`src/rtl/rt_pixel_scan_pkg.sv`:
```
// Shared constants and types for the pixel scan sequencer.
package rt_pkg;

    localparam int unsigned RT_DIM_W     = 11;
    localparam int unsigned RT_SPP_W     = 8;
    localparam logic [15:0] RT_LFSR_SEED = 16'hACE1;
    // Taps for x^16 + x^14 + x^13 + x^11 + 1 (state bits 15, 13, 12, 10).
    localparam logic [15:0] RT_LFSR_TAPS = 16'hB400;

    typedef enum logic {
        IDLE,
        RUN
    } rt_scan_state_e;

endpackage

```
`src/rtl/rt_pixel_scan_if.sv`:
```
// Signed fixed-point value carrier: IW integer bits (incl. sign), QW fraction bits.
interface sfp_if #(
    parameter int unsigned IW = 16,
    parameter int unsigned QW = 8
);

    logic signed [IW+QW-1:0] val;

    modport out (output val);
    modport in  (input  val);

endinterface

```
`src/rtl/rt_pixel_scan_lfsr.sv`:
```
// 16-bit Fibonacci LFSR for sub-pixel jitter; only built with RT_PIXEL_SCAN_JITTER_EN.
`ifdef RT_PIXEL_SCAN_JITTER_EN
module rt_lfsr16
    import rt_pkg::*;
(
    input  logic        clk,
    input  logic        rst_n,
    input  logic        advance,
    output logic [15:0] state
);

    always_ff @(posedge clk or negedge rst_n) begin
        if (!rst_n) begin
            state <= RT_LFSR_SEED;
        end else if (advance) begin
            state <= {state[14:0], ^(state & RT_LFSR_TAPS)};
        end
    end

endmodule
`endif

```
`src/rtl/rt_pixel_scan.sv`:
```
// Row-major pixel/sample sequencer feeding the ray generation unit.
// Sub-pixel jitter is enabled by defining RT_PIXEL_SCAN_JITTER_EN.
module rt_pixel_scan
    import rt_pkg::*;
#(
    parameter int unsigned DIM_W = RT_DIM_W,
    parameter int unsigned SPP_W = RT_SPP_W,
    parameter int unsigned IW    = 16,
    parameter int unsigned QW    = 8
) (
    input  logic             clk,
    input  logic             rst_n,
    input  logic             start,
    input  logic             abort,
    input  logic [DIM_W-1:0] img_w,
    input  logic [DIM_W-1:0] img_h,
    input  logic [SPP_W-1:0] spp,
    input  logic             ready,
    output logic             valid,
    sfp_if.out               x,
    sfp_if.out               y,
    output logic             last_row,
    output logic             last_frame,
    output logic             busy,
    output logic             done
);

    rt_scan_state_e   state_q, state_d;
    logic [DIM_W-1:0] cx_q, cx_d, cy_q, cy_d, w_q, w_d, h_q, h_d;
    logic [SPP_W-1:0] cs_q, cs_d, spp_q, spp_d;
    logic             done_q, done_d;
    logic             cs_wrap, cx_wrap, cy_wrap;

    assign cs_wrap = (cs_q == spp_q - SPP_W'(1));
    assign cx_wrap = (cx_q == w_q - DIM_W'(1));
    assign cy_wrap = (cy_q == h_q - DIM_W'(1));

    always_comb begin
        state_d = state_q;
        cx_d    = cx_q;
        cy_d    = cy_q;
        cs_d    = cs_q;
        w_d     = w_q;
        h_d     = h_q;
        spp_d   = spp_q;
        done_d  = 1'b0;
        if (abort) begin
            state_d = IDLE;
            cx_d    = '0;
            cy_d    = '0;
            cs_d    = '0;
        end else begin
            unique case (state_q)
                IDLE: begin
                    if (start) begin
                        if (img_w != '0 && img_h != '0) begin
                            w_d     = img_w;
                            h_d     = img_h;
                            spp_d   = (spp == '0) ? SPP_W'(1) : spp;
                            cx_d    = '0;
                            cy_d    = '0;
                            cs_d    = '0;
                            state_d = RUN;
                        end else begin
                            done_d = 1'b1;
                        end
                    end
                end
                RUN: begin
                    if (ready) begin
                        if (!cs_wrap) begin
                            cs_d = cs_q + SPP_W'(1);
                        end else begin
                            cs_d = '0;
                            if (!cx_wrap) begin
                                cx_d = cx_q + DIM_W'(1);
                            end else begin
                                cx_d = '0;
                                if (!cy_wrap) begin
                                    cy_d = cy_q + DIM_W'(1);
                                end else begin
                                    cy_d    = '0;
                                    state_d = IDLE;
                                    done_d  = 1'b1;
                                end
                            end
                        end
                    end
                end
                default: state_d = IDLE;
            endcase
        end
    end

    always_ff @(posedge clk or negedge rst_n) begin
        if (!rst_n) begin
            state_q <= IDLE;
            cx_q    <= '0;
            cy_q    <= '0;
            cs_q    <= '0;
            w_q     <= '0;
            h_q     <= '0;
            spp_q   <= '0;
            done_q  <= 1'b0;
        end else begin
            state_q <= state_d;
            cx_q    <= cx_d;
            cy_q    <= cy_d;
            cs_q    <= cs_d;
            w_q     <= w_d;
            h_q     <= h_d;
            spp_q   <= spp_d;
            done_q  <= done_d;
        end
    end

    assign valid      = (state_q == RUN);
    assign busy       = valid;
    assign done       = done_q;
    assign last_row   = valid && cx_wrap && cs_wrap;
    assign last_frame = last_row && cy_wrap;

`ifdef RT_PIXEL_SCAN_JITTER_EN
    localparam logic [IW+QW-1:0] HALF = (IW+QW)'(1) << (QW - 1);

    logic [15:0]       lfsr;
    logic [QW-1:0]     x_frac, y_frac;
    logic [IW+QW-1:0]  offset;

    rt_lfsr16 u_lfsr (
        .clk     (clk),
        .rst_n   (rst_n),
        .advance (busy && ready && !abort),
        .state   (lfsr)
    );

    // Jitter only while a beat is presented so idle/reset coordinates read as zero.
    assign x_frac = busy ? lfsr[QW-1:0] : '0;
    assign y_frac = busy ? lfsr[15:16-QW] : '0;
    assign offset = busy ? HALF : '0;

    assign x.val = $signed({{(IW-DIM_W){1'b0}}, cx_q, x_frac} - offset);
    assign y.val = $signed({{(IW-DIM_W){1'b0}}, cy_q, y_frac} - offset);
`else
    assign x.val = $signed({{(IW-DIM_W){1'b0}}, cx_q, {QW{1'b0}}});
    assign y.val = $signed({{(IW-DIM_W){1'b0}}, cy_q, {QW{1'b0}}});
`endif

endmodule
```
`src/flat_wrapper.sv`:
```
// flat-port wrapper written by rule: the top's interface ports become plain ports
module rt_pixel_scan_flat import rt_pkg::*;
#(
    parameter int unsigned DIM_W = RT_DIM_W,
    parameter int unsigned SPP_W = RT_SPP_W,
    parameter int unsigned IW    = 16,
    parameter int unsigned QW    = 8
)
  (clk, rst_n, start, abort, img_w, img_h, spp, ready, valid, last_row, last_frame, busy, done, x_val, y_val);
  sfp_if #(.IW(IW), .QW(QW)) x_i ();
  sfp_if #(.IW(IW), .QW(QW)) y_i ();
  input  logic clk;
  input  logic rst_n;
  input  logic start;
  input  logic abort;
  input  logic [DIM_W-1:0] img_w;
  input  logic [DIM_W-1:0] img_h;
  input  logic [SPP_W-1:0] spp;
  input  logic ready;
  output logic valid;
  output logic last_row;
  output logic last_frame;
  output logic busy;
  output logic done;
  output wire logic [$bits(x_i.val)-1:0] x_val;
  output wire logic [$bits(y_i.val)-1:0] y_val;
  assign x_val = x_i.val;
  assign y_val = y_i.val;
  rt_pixel_scan #(.DIM_W(DIM_W), .SPP_W(SPP_W), .IW(IW), .QW(QW)) u_core (.clk(clk), .rst_n(rst_n), .start(start), .abort(abort), .img_w(img_w), .img_h(img_h), .spp(spp), .ready(ready), .valid(valid), .x(x_i), .y(y_i), .last_row(last_row), .last_frame(last_frame), .busy(busy), .done(done));
endmodule
```
`config.mk`:
```
export PLATFORM = sky130hd
export DESIGN_NAME = rt_pixel_scan_flat
export DESIGN_NICKNAME = d
export VERILOG_FILES = /design/src/rtl/rt_pixel_scan_pkg.sv /design/src/rtl/rt_pixel_scan_if.sv /design/src/rtl/rt_pixel_scan_lfsr.sv /design/src/rtl/rt_pixel_scan.sv /design/src/flat_wrapper.sv
export SDC_FILE = /design/constraint.sdc
export NUM_CORES = 1
export LEC_CHECK = 0
export ABC_AREA = 1
export BUFFER_PORTS_ARGS = -buffer_cell sky130_fd_sc_hd__buf_2
export CAP_MARGIN = 30
export CORE_MARGIN = 5
export CORE_UTILIZATION = 57
export CTS_CLUSTER_DIAMETER = 40
export DETAILED_ROUTE_END_ITERATION = 7
export GPL_TIMING_DRIVEN = 0
export HOLD_SLACK_MARGIN = 0.1
export PLACE_DENSITY = 0.92
export SYNTH_ARGS = -nofsm -noshare
export SYNTH_HDL_FRONTEND = slang
export SYNTH_HIERARCHICAL = 1
export SYNTH_SLANG_ARGS = --single-unit
```
`constraint.sdc`:
```
create_clock -name clk -period 2.5 [get_ports clk]
set_clock_uncertainty 0.1 [all_clocks]
set_input_delay 0.5 -clock clk [delete_from_list [all_inputs] [get_ports clk]]
set_output_delay 0.5 -clock clk [all_outputs]
set_load 0.02 [all_outputs]
```
# ---- Word level (Yosys, flattened, before mapping)
# Cells that the tools add are included.
dict set report totals {
  regBits 62
  output_inout_bits 53
  word_cells 71
}
dict set report op_classes {
  addsub 6
  n_eq_ne 8
  n_mux 36
  bitwise_logic 2
  reduce_logical 11
}
# cell count
set op_table {}
lappend op_table {{2-to-1 mux 11 bit} 11}
lappend op_table {{2-to-1 mux 8 bit} 6}
lappend op_table {{case mux 11 bit (2 select lines)} 2}
lappend op_table {{adder 11 x 1 -> 11 bit, second input constant} 2}
lappend op_table {{equality test 11 bit} 2}
lappend op_table {{nonzero test 11 bit} 2}
lappend op_table {{subtractor 11 x 1 -> 11 bit, second input constant} 2}
lappend op_table {{case mux 8 bit (2 select lines)} 1}
lappend op_table {{2-to-1 mux 1 bit} 14}
lappend op_table {{inequality test 3 bit, second input constant} 4}
lappend op_table {{adder 8 x 1 -> 8 bit, second input constant} 1}
lappend op_table {{equality test 8 bit} 1}
lappend op_table {{zero test 8 bit} 1}
lappend op_table {{AND reduction 4 bit} 2}
lappend op_table {{subtractor 8 x 1 -> 8 bit, second input constant} 1}
lappend op_table {{AND reduction 5 bit} 1}
lappend op_table {{logical AND 1 bit} 4}
lappend op_table {{case mux 1 bit (2 select lines)} 2}
lappend op_table {{inequality test 3 x 2 -> 1 bit, second input constant} 1}
lappend op_table {{AND reduction 3 bit} 1}
lappend op_table {{inverter 1 bit} 2}

# ---- Logic depth before layout (Yosys ltp)
# Gate-level depths: netlist (run 1).
dict set report depth {
  ltp_word 8
  ltp_mapped 17
}

# ---- Least setup slack after synthesis (run 1)
# OpenSTA, ideal clock, no wires.
dict set report synth_path {
  path_kind {reg-to-output}
  startpoint {reg u_core.w_q[0]}
  endpoint {out last_frame}
  t_arrival_ns 1.823
  t_required_ns 1.900
  setup_slack_ns 0.077
  path_stages_with_launch 15
  cell_sequence {dfrtp_1 inv_2 ha_1 nand2_1 nor2_2 nand2_1 nand2_1 nand2_1 nand2_1 nand2_1 nor2_2 nand2_1 nor2_1 nand4_1 nor2_1}
}
dict set report synth_via {
  elab_chain_cells 5
}
# item line
set synth_lines {}
lappend synth_lines {{from (decl)} rt_pixel_scan.sv:29} ;# logic [DIM_W-1:0] cx_q, cx_d, cy_q, cy_d, w_q, w_d, h_q, h_d;
lappend synth_lines {{from (signal assigned)} rt_pixel_scan.sv:110} ;# w_q <= w_d;
lappend synth_lines {{subtractor 11 x 1 -> 11 bit} rt_pixel_scan.sv:35} ;# assign cx_wrap = (cx_q == w_q - DIM_W'(1));
lappend synth_lines {{equality test 11 bit} rt_pixel_scan.sv:35}
lappend synth_lines {{logical AND 1 bit (2 in a row)} rt_pixel_scan.sv:120} ;# assign last_row = valid && cx_wrap && cs_wrap;
lappend synth_lines {{logical AND 1 bit} rt_pixel_scan.sv:121} ;# assign last_frame = last_row && cy_wrap;
lappend synth_lines {{to (decl)} flat_wrapper.sv:22} ;# output logic last_frame;
# Every way passes these cells.

# ---- Worst setup path after layout (run 1)
dict set report layout_path {
  startpoint {reg u_core.w_q[1]}
  endpoint {out last_frame}
}
# The elaborated chain is that of the path after synthesis.

==> impl_metrics.json, run 1 <==
{
  "die_x_um": 101,
  "cts_tree": "yes",
  "whs_endpoint": "u_core/w_q[9]$_DFFE_PN0P_",
  "dp_hpwl_mm": 9.14,
  "gp_congestion": 0.913,
  "min_period_ns": 2.96,
  "cpMostUsedCell": "nand2_1",
  "cts_inserted_buffers": 9,
  "end_kind": "primary output",
  "synth_area_leaders": "dfrtp_1, nand2_1, nand3_1",
  "netlist_instances": 737,
  "internal-power_mw": 2.30,
  "p_sw_share_pct": 37.8,
  "drt-initial-drc-count": 345,
  "grtUsageTotal_pct": 25.4,
  "timing.final.ws_setup_ns": -0.456,
  "placed_area_um2": 5290,
  "cp_max_fo": 5,
  "worstPathRequired_ns": 1.90,
  "p_leak_nw": 3.23,
  "start_util_pct": 58.0,
  "synth_most_common_cell": "nand2_1",
  "hold_viol": 0,
  "grt_start_max_net_pins": 41,
  "cp_cell_sequence": "inv_2 -> ha_4 -> nand2_2 -> nor2_4 -> nand2_1 -> nand2_1 -> nand2_2 -> nor2_4 -> nand2_1 -> nor2_2 -> nand4_1 -> nor2_1 -> buf_4",
  "ioPinCount": 88,
  "fin_nets": 903,
  "drc": 0,
  "num_vias": 5147,
  "worstHoldStart": "img_w[9]",
  "r2r_cells": 20,
  "slew_viol_final": 0,
  "fp.coreArea_um2": 8180,
  "fin_setup_tns_ns": -5.36,
  "clock-sinks": 62,
  "slowest_delay_ns": 0.41,
  "grt_pass1_vias": 4679,
  "max_freq_ghz": 0.338,
  "grt_pass1_wl_mm": 20.8,
  "synthToLayoutAreaGrowth_pct": 25.6,
  "pre_cts_ws_ns": -0.208,
  "vias_per_cell": 5.30,
  "crit_buf_inv": 2,
  "cp_slowest_cell": "dfrtp_1",
  "die_y_um": 101,
  "crit_type": "register to primary output",
  "dr.pass1.iters": 7,
  "port_buffers": 61,
  "gr-total-overflow": 0,
  "cp_num_cells": 13,
  "cp-startpoint": "u_core/w_q[1]$_DFFE_PN0P_",
  "finish.utilization_pct": 72.9,
  "antennaDiodeCount": 0,
  "synth_common_cells": "nand2_1, inv_1, nor2_1, nand3_1, dfrtp_1",
  "power_frac_seq_pct": 33.9,
  "ys_seq_area_share_pct": 32.7,
  "yosysTopAreaCellShare_pct": 32.7,
  "r2r_slack_ns": -0.27,
  "vdd_ir_drop_max_v": 0.000440,
  "post_drt_wl_per_cell_um": 14.1,
  "cts_buffer_depth": 2,
  "dieArea_um2": 10200,
  "hold_class": "primary input to register",
  "clkPwrFrac_pct": 28.5,
  "synth_warnings": 6,
  "ys_seq_elements": 62,
  "violations": "setup timing",
  "routed_wl_mm": 13.7,
  "crit_family": "simple AND/OR/NAND/NOR gates",
  "worstSkewPairLatency_ns": 0.35,
  "cp.arrival_ns": 2.36,
  "antenna_found_initial": 0,
  "final.period_utilization_pct": 118,
  "yosys_most_used_dff": "dfrtp_1",
  "ys_async_sr_fraction_pct": 100,
  "power_density_nw_per_um2": 621,
  "synth_top_area_cell": "dfrtp_1",
  "worstMarginPinSlew_ns": 0.599,
  "final_cell_area_um2": 5960,
  "crit_path_start_kind": "register",
  "synth_cell_types": 35,
  "clk_pin_slew_ns": 0.07,
  "cts_root_buf": "clkbuf_8",
  "netlist_area_um2": 4740,
  "avgSynthCellArea_um2": 6.43,
  "rsz0062_at_grt": "yes",
  "relSlewSlack_pct": 60.1,
  "placementRows": 33,
  "r2r-start": "u_core/w_q[1]$_DFFE_PN0P_",
  "setup_viol": 24,
  "drive_above_1_share_pct": 23.6,
  "switchingPower_mw": 1.40,
  "hold_depth": 3,
  "pwr-share-comb_pct": 37.6,
  "status": "complete, but fails checks",
  "cap_violations": 0,
  "total_power_mw": 3.70,
  "drtAntennaViolNets": 0,
  "htreeDepth": 3,
  "reg2reg_to": "u_core/cy_q[3]$_DFFE_PN0P_",
  "synth_edf_count": 0
}
routing by layer:
metal	up-vias	share of wire [%]	global-route usage (%)	wire (um)
li1	2517	-	-	-
met1	2325	38	30.8	5260
met2	251	49	43.9	6760
met3	54	8.0	4.06	1110
met4	0	4.5	11.8	623
met5	-	0	0	0
how the worst max path moves through the flow:
stage | endpoint | slack (ns)
3_5_place_dp | last_frame | -0.21
6_report | last_frame | -0.46
2_1_floorplan | last_frame | 0.08
5_1_grt | last_frame | -0.60
4_1_cts | last_frame | -0.36
3_3_place_gp | last_frame | -0.17
sequential cells by signal, summed over array words and instances (netlist names):
| register | count |
|---|---|
| u_core/spp_q | 8 |
| u_core/cy_q | 11 |
| u_core/h_q | 11 |
| u_core/cs_q | 8 |
| u_core/w_q | 11 |
| u_core/cx_q | 11 |
| u_core/done | 1 |
| u_core/busy | 1 |
cell families after synthesis:
group | share of synthesized area (%)
compound gates | 6.12
flops | 32.7
fa+ha+maj | 1.58
xor+xnor | 3.69
simple gates | 42.7
buf+inv | 13.1
other cells | 0.0791
timing repair:
item                                   CTS  global route
cloned                                   0             3
hold buffers                             1             0
gates resized for setup                 16            45
pin swaps                               11            27
setup endpoints to repair                2            24
buffers inserted                        16             7
endpoints found under the hold margin   22             0
per-stage QoR:
step           std cells  hold WS [ns]
2_1_floorplan        762         0.104
3_3_place_gp         928         0.375
3_5_place_dp         929         0.380
4_1_cts              962         0.261
5_1_grt              972         0.271
6_report             972         0.270
cell type report:
type / instances / area [um2]
sequential: 62 / 1550
clock inverter: 3 / 65.1
fill: 654 / 2220
timing repair buffer: 88 / 583
inverter: 93 / 352
buffer: 40 / 278
tap: 105 / 131
clock buffer: 13 / 169
multi-input combinational: 568 / 2830
tightest hold or removal path: cells and delay by family:
kind | cells | cell delay (ns)
AND/OR/NAND/NOR | 2 | 0.09
buffers and inverters | 1 | 0.09
power by group through the flow:
stage               clock [mW]  sequential, mW  combinational, mW
floorplan                    0            1.24              0.827
global placement             0            1.26               1.03
detailed placement           0            1.26               1.06
CTS                       1.06            1.24               1.20
global route              1.11            1.27               1.53
finish                    1.06            1.25               1.39
layout by cell type (no fill, tap or decap), types with 3 or more instances in the layout:
cell,netlist,final
nand2_1,253,238
inv_1,89,85
nor2_1,82,77
nand3_1,68,63
buf_2,3,62
dfrtp_1,62,61
buf_4,28,44
o21ai_0,35,35
conb_1,1,26
nand2_2,7,18
nor3_1,16,16
clkbuf_8,0,12
xor2_1,12,12
buf_6,2,11
nor2_2,9,10
nand4_1,10,10
nor2_4,5,9
clkbuf_1,7,8
xnor2_1,8,8
nand2_4,4,7
inv_2,4,7
nand3_2,2,6
a21oi_1,6,6
ha_1,6,4
nor3b_1,3,3
(Power assumes the default switching activity.)
==> run 2: changes to the inputs <==
Settings changed: CORE_MARGIN 5 to 4.
==> run 2 against run 1 <==
  * The run still ends with setup timing left
  * Cell count decreased by 0.10%
  * Combinational power decreased by 4%
  * Via count decreased by 2.7%
==> impl_metrics.json, run 2 (same netlist as run 1, synthesis figures left out) <==
{
  "hold_viol": 0,
  "cp_max_fo": 3,
  "die_y_um": 99.2,
  "worstMarginPinSlew_ns": 0.605,
  "finish.utilization_pct": 71.6,
  "cts_tree": "yes",
  "cts_root_buf": "clkbuf_8",
  "switchingPower_mw": 1.33,
  "r2r_slack_ns": -0.36,
  "cts_buffer_depth": 2,
  "power_frac_seq_pct": 35.1,
  "power_density_nw_per_um2": 610,
  "vias_per_cell": 5.16,
  "final_cell_area_um2": 5820,
  "vdd_ir_drop_max_v": 0.000424,
  "wl_met2_mm": 6.16,
  "routed_wl_mm": 12.7,
  "dieArea_um2": 9840,
  "grtUsageTotal_pct": 25.2,
  "p_leak_nw": 3.19,
  "placed_area_um2": 5290,
  "gr-total-overflow": 0,
  "min_period_ns": 2.95,
  "grt_pass1_vias": 4584,
  "fill_cells": 678,
  "pwr-share-comb_pct": 37.3,
  "dr.pass1.iters": 7,
  "final.period_utilization_pct": 118,
  "final_common_cell": "nand2_1",
  "setup_viol": 24,
  "worstPathRequired_ns": 1.90,
  "die_x_um": 99.2,
  "cts_inserted_buffers": 9,
  "hold_class": "primary input to register",
  "placementRows": 33,
  "post_drt_wl_per_cell_um": 13.0,
  "final_cell_mix": "nand2_1, inv_1, nor2_1, nand3_1, buf_2",
  "max_freq_ghz": 0.339,
  "violations": "setup timing",
  "start_util_pct": 58.3,
  "clkPwrFrac_pct": 27.6,
  "wl_met3_um": 985,
  "num_vias": 5007,
  "p_sw_share_pct": 37.4,
  "drtAntennaViolNets": 0,
  "cap_violations": 0,
  "multi_input_comb_area_um2": 2750,
  "end_kind": "primary output",
  "crit_path_start_kind": "register",
  "relSlewSlack_pct": 59.4,
  "highest_layer": "met4",
  "gp_congestion": 0.947,
  "drt-initial-drc-count": 347,
  "drive_above_1_share_pct": 21.6,
  "status": "complete, but fails checks",
  "numPlacedInstances": 929,
  "final-seq-area_um2": 1550,
  "dp_hpwl_mm": 9.03,
  "clk_pin_slew_ns": 0.07,
  "timing.final.ws_setup_ns": -0.451,
  "finalNonFillerCells": 971,
  "synthToLayoutAreaGrowth_pct": 22.8,
  "pre_cts_ws_ns": -0.222,
  "fin_nets": 902,
  "antennaDiodeCount": 0,
  "crit_type": "register to primary output",
  "cp.arrival_ns": 2.35,
  "port_buffers": 61,
  "met1Wirelength_mm": 5.12,
  "internal-power_mw": 2.22,
  "antenna_found_initial": 0,
  "drc": 0,
  "clock-sinks": 62,
  "fp.coreArea_um2": 8130,
  "ioPinCount": 88,
  "slew_viol_final": 0,
  "rsz0062_at_grt": "yes",
  "grt_start_max_net_pins": 40,
  "worstSkewPairLatency_ns": 0.34,
  "grt_pass1_wl_mm": 20.2,
  "htreeDepth": 3
}
==> run 2: power groups by stage <==
stage	logic, mW	registers, mW	clock network, mW
after global routing	1.48	1.26	1.04
after floorplan	0.827	1.24	0
after CTS	1.18	1.24	0.995
final	1.33	1.25	0.980
after global placement	1.03	1.26	0
after detailed placement	1.06	1.26	0
==> run 2: path summary, 6_finish.rpt <==
path | cells after the start | from | endpoint
hold reg to reg | 2 | u_core/spp_q[7]$_DFFE_PN0P_ | u_core/spp_q[7]$_DFFE_PN0P_
setup reg to reg | 22 | u_core/w_q[1]$_DFFE_PN0P_ | u_core/cy_q[8]$_DFFE_PN0P_
setup / recovery | 15 | u_core/w_q[1]$_DFFE_PN0P_ | last_frame
max in group asynchronous | 3 | rst_n | u_core/cy_q[3]$_DFFE_PN0P_
min in group asynchronous | 2 | rst_n | u_core/w_q[3]$_DFFE_PN0P_
hold / removal | 3 | spp[5] | u_core/spp_q[5]$_DFFE_PN0P_
==> run 2: timing repair <==
action	CTS	global route
setup endpoints to repair	2	24
hold buffers	1	0
pin swaps	9	16
endpoints found under the hold margin	23	0
buffers inserted	13	10
cloned	0	2
gates resized for setup	13	18
==> run 2: metrics by stage <==
stage | setup TNS, ns | power [mW] | hold WS, ns
floorplan | 0 | 2.06 | 0.104
detailed placement | -0.396 | 2.32 | 0.386
finish | -6.44 | 3.55 | 0.272
CTS | -1.79 | 3.42 | 0.260
global placement | -0.326 | 2.29 | 0.374
global route | -9.50 | 3.79 | 0.261
==> run 2: area by class of cell <==
cell class                      instances  share of cell area [%]
Timing Repair Buffer                   87                    9.30
Tap cell                              105                    2.26
Multi-Input combinational cell        568                    47.3
Clock inverter                          4                    1.20
Inverter                               93                    5.99
Sequential cell                        62                    26.7
Buffer                                 40                    4.77
Clock buffer                           12                    2.49
==> run 2: critical path, cell delays in order (launching register included) <==
cell and delay (ns):
dfrtp_1 0.40, inv_2 0.09, ha_4 0.16, nand2_4 0.07
nor2_4 0.11, nand2_1 0.08, nand2_1 0.09, nand2_1 0.07
nand2_1 0.08, nand2_1 0.07, nor2_2 0.12, nand2_1 0.07
nor2_1 0.10, nand4_1 0.18, nor2_1 0.16, buf_4 0.16
==> run 2: layer usage <==
layer / vias to the layer above / track usage (%)
li1: 2497 / -
met1: 2245 / 31.6
met2: 227 / 43.4
met3: 38 / 4.42
met4: 0 / 9.56
met5: - / 0
==> run 3: changes to the inputs <==
==> constraint.sdc (replaced) <==
create_clock -name clk -period 2.5 [get_ports clk]
set_clock_uncertainty 0.1 [all_clocks]
set_input_delay 0.25 -clock clk [delete_from_list [all_inputs] [get_ports clk]]
set_output_delay 0.25 -clock clk [all_outputs]
set_load 0.02 [all_outputs]
==> run 3 against run 2 <==
  * The flow finishes with violations (DRC, setup timing)
  * Clock power about the same
  * Core utilization increased by 4.0 points
  * Sequential power about the same
  * Cell count increased by 2.9%
  * Clock-buffer cell count unchanged
  * Flip-flop and latch count unchanged
  * Worst setup slack improved by 0.25 ns
  * Critical path depth decreased by 2
  * Total power increased by 0.87%
  * Global-route usage increased by 1.4 points
  * Critical path type unchanged
  * Critical endpoint unchanged
  * Largest power group unchanged
==> impl_metrics.json, run 3 (same netlist as run 1, synthesis figures left out) <==
{
  "clkPwrFrac_pct": 27.3,
  "final_common_cell": "nand2_1",
  "status": "complete, but fails checks",
  "cp.arrival_ns": 2.36,
  "timing.final.ws_setup_ns": -0.206,
  "internal-power_mw": 2.24,
  "setup_viol": 2,
  "min_period_ns": 2.71,
  "hold_viol": 0,
  "clk_pin_slew_ns": 0.07,
  "crit_type": "register to primary output",
  "worstMarginPinSlew_ns": 0.601,
  "cts_root_buf": "clkbuf_8",
  "antennaDiodeCount": 0,
  "clock-sinks": 62,
  "drtAntennaViolNets": 0,
  "grt_pass1_vias": 4794,
  "final-seq-area_um2": 1550,
  "pre_cts_ws_ns": 0.0276,
  "start_util_pct": 58.3,
  "r2r_cells": 18,
  "hold_class": "primary input to register",
  "fin_setup_tns_ns": -0.363,
  "worstSkewPairLatency_ns": 0.34,
  "slew_viol_final": 0,
  "cts_tree": "yes",
  "slowest_delay_ns": 0.45,
  "fp.coreArea_um2": 8130,
  "gr-total-overflow": 0,
  "max_freq_ghz": 0.370,
  "hold_depth": 4,
  "die_y_um": 99.2,
  "cp_slowest_cell": "dfrtp_1",
  "r2r_slack_ns": 0.16,
  "p_leak_nw": 3.32,
  "dr.pass1.iters": 7,
  "multi_input_comb_area_um2": 2790,
  "drt-initial-drc-count": 343,
  "relSlewSlack_pct": 59.6,
  "power_frac_seq_pct": 34.8,
  "routed_wl_mm": 13.6,
  "crit_path_start_kind": "register",
  "gp_congestion": 0.947,
  "whs_ns": 0.214,
  "cap_violations": 0,
  "grt_pass1_wl_mm": 21.3,
  "vias_per_cell": 5.18,
  "wl_met3_mm": 1.02,
  "worstPathRequired_ns": 2.15,
  "vdd_ir_drop_max_v": 0.000429,
  "wl_met2_mm": 6.77,
  "cp_cell_sequence": "inv_1 -> nand2_1 -> nand2_1 -> nand2_1 -> nand2_1 -> nor2_2 -> nand3_2 -> nor2_4 -> nand2_1 -> nor2_1 -> nand4_1 -> nor2_1 -> buf_4",
  "met1Wirelength_mm": 5.45,
  "total_power_mw": 3.58,
  "r2r-start": "u_core/w_q[0]$_DFFE_PN0P_",
  "dp_hpwl_mm": 9.03,
  "drc": 1,
  "finish.utilization_pct": 75.6,
  "cts_inserted_buffers": 9,
  "dieArea_um2": 9840,
  "whs_endpoint": "u_core/busy$_DFF_PN0_",
  "port_buffers": 61,
  "crit_family": "simple AND/OR/NAND/NOR gates",
  "cpMostUsedCell": "nand2_1",
  "switchingPower_mw": 1.35,
  "ioPinCount": 88,
  "grtUsageTotal_pct": 26.7,
  "antenna_found_initial": 0,
  "fin_nets": 930,
  "die_x_um": 99.2,
  "highest_layer": "met4",
  "p_sw_share_pct": 37.6,
  "post_drt_wl_per_cell_um": 13.6,
  "reg2reg_to": "u_core/cy_q[8]$_DFFE_PN0P_",
  "final_cell_mix": "nand2_1, inv_1, nor2_1, nand3_1, buf_2",
  "num_vias": 5179,
  "placementRows": 33,
  "drive_above_1_share_pct": 21.1,
  "power_density_nw_per_um2": 583,
  "violations": "DRC, setup timing",
  "synthToLayoutAreaGrowth_pct": 29.6,
  "pwr-share-comb_pct": 37.9,
  "rsz0062_at_grt": "yes",
  "fill_cells": 625,
  "htreeDepth": 3,
  "final.period_utilization_pct": 108,
  "worstHoldStart": "abort",
  "cts_buffer_depth": 2,
  "end_kind": "primary output",
  "grt_start_max_net_pins": 40,
  "cp_max_fo": 5,
  "crit_buf_inv": 2
}
==> run 3: worst register-to-register path, delay by kind of cell, from the launching register on <==
| kind | cells | cell delay [ns] |
|---|---|---|
| adder cells (fa/ha/maj) | 1 | 0.17 |
| AND/OR/NAND/NOR | 13 | 1.08 |
| buffers and inverters | 4 | 0.49 |
| flip-flops | 1 | 0.40 |
==> run 3: through the flow <==
stage / area [um2] / instances
after floorplan: 4840 / 762
after global placement: 5270 / 928
after detailed placement: 5290 / 929
after CTS: 5960 / 989
after global routing: 6150 / 999
final: 6150 / 999
==> run 3: layer usage <==
layer	vias up	global-route usage (%)
met3	36	4.63
li1	2553	-
met4	0	10.2
met1	2338	32.6
met2	252	46.7
met5	-	0
==> run 3: layout make-up <==
type	count	share of cell area (%)
Sequential cell	62	25.3
Clock inverter	4	1.14
Clock buffer	12	2.36
Inverter	93	5.68
Buffer	40	4.52
Tap cell	105	2.14
Multi-Input combinational cell	568	45.4
Timing Repair Buffer	115	13.5
==> run 3: how the worst max path moves through the flow <==
stage	start	endpoint	slack [ns]	cells after the start
6_report	u_core/cx_q[4]$_DFFE_PN0P_	last_frame	-0.21	13
5_1_grt	u_core/h_q[0]$_DFFE_PN0P_	last_frame	-0.38	13
3_5_place_dp	u_core/w_q[0]$_DFFE_PN0P_	last_frame	0.03	15
3_3_place_gp	u_core/w_q[0]$_DFFE_PN0P_	last_frame	0.06	13
4_1_cts	u_core/w_q[1]$_DFFE_PN0P_	last_frame	-0.13	15
2_1_floorplan	u_core/w_q[0]$_DFFE_PN0P_	last_frame	0.33	14
==> run 3: power groups by stage <==
stage | sequential, mW | combinational [mW] | clock, mW
floorplan | 1.24 | 0.827 | 0
global route | 1.26 | 1.51 | 1.04
CTS | 1.24 | 1.21 | 0.995
global placement | 1.26 | 1.03 | 0
detailed placement | 1.26 | 1.06 | 0
finish | 1.25 | 1.36 | 0.977
==> run 3: timing repair <==
action / 4_1_cts / 5_1_grt
gates cloned: 0 / 2
buffers inserted: 12 / 12
endpoints found under the hold margin: 54 / 0
pin swaps: 9 / 19
gates resized for setup: 13 / 25
hold buffers: 32 / 0
endpoints found under the setup margin: 2 / 45
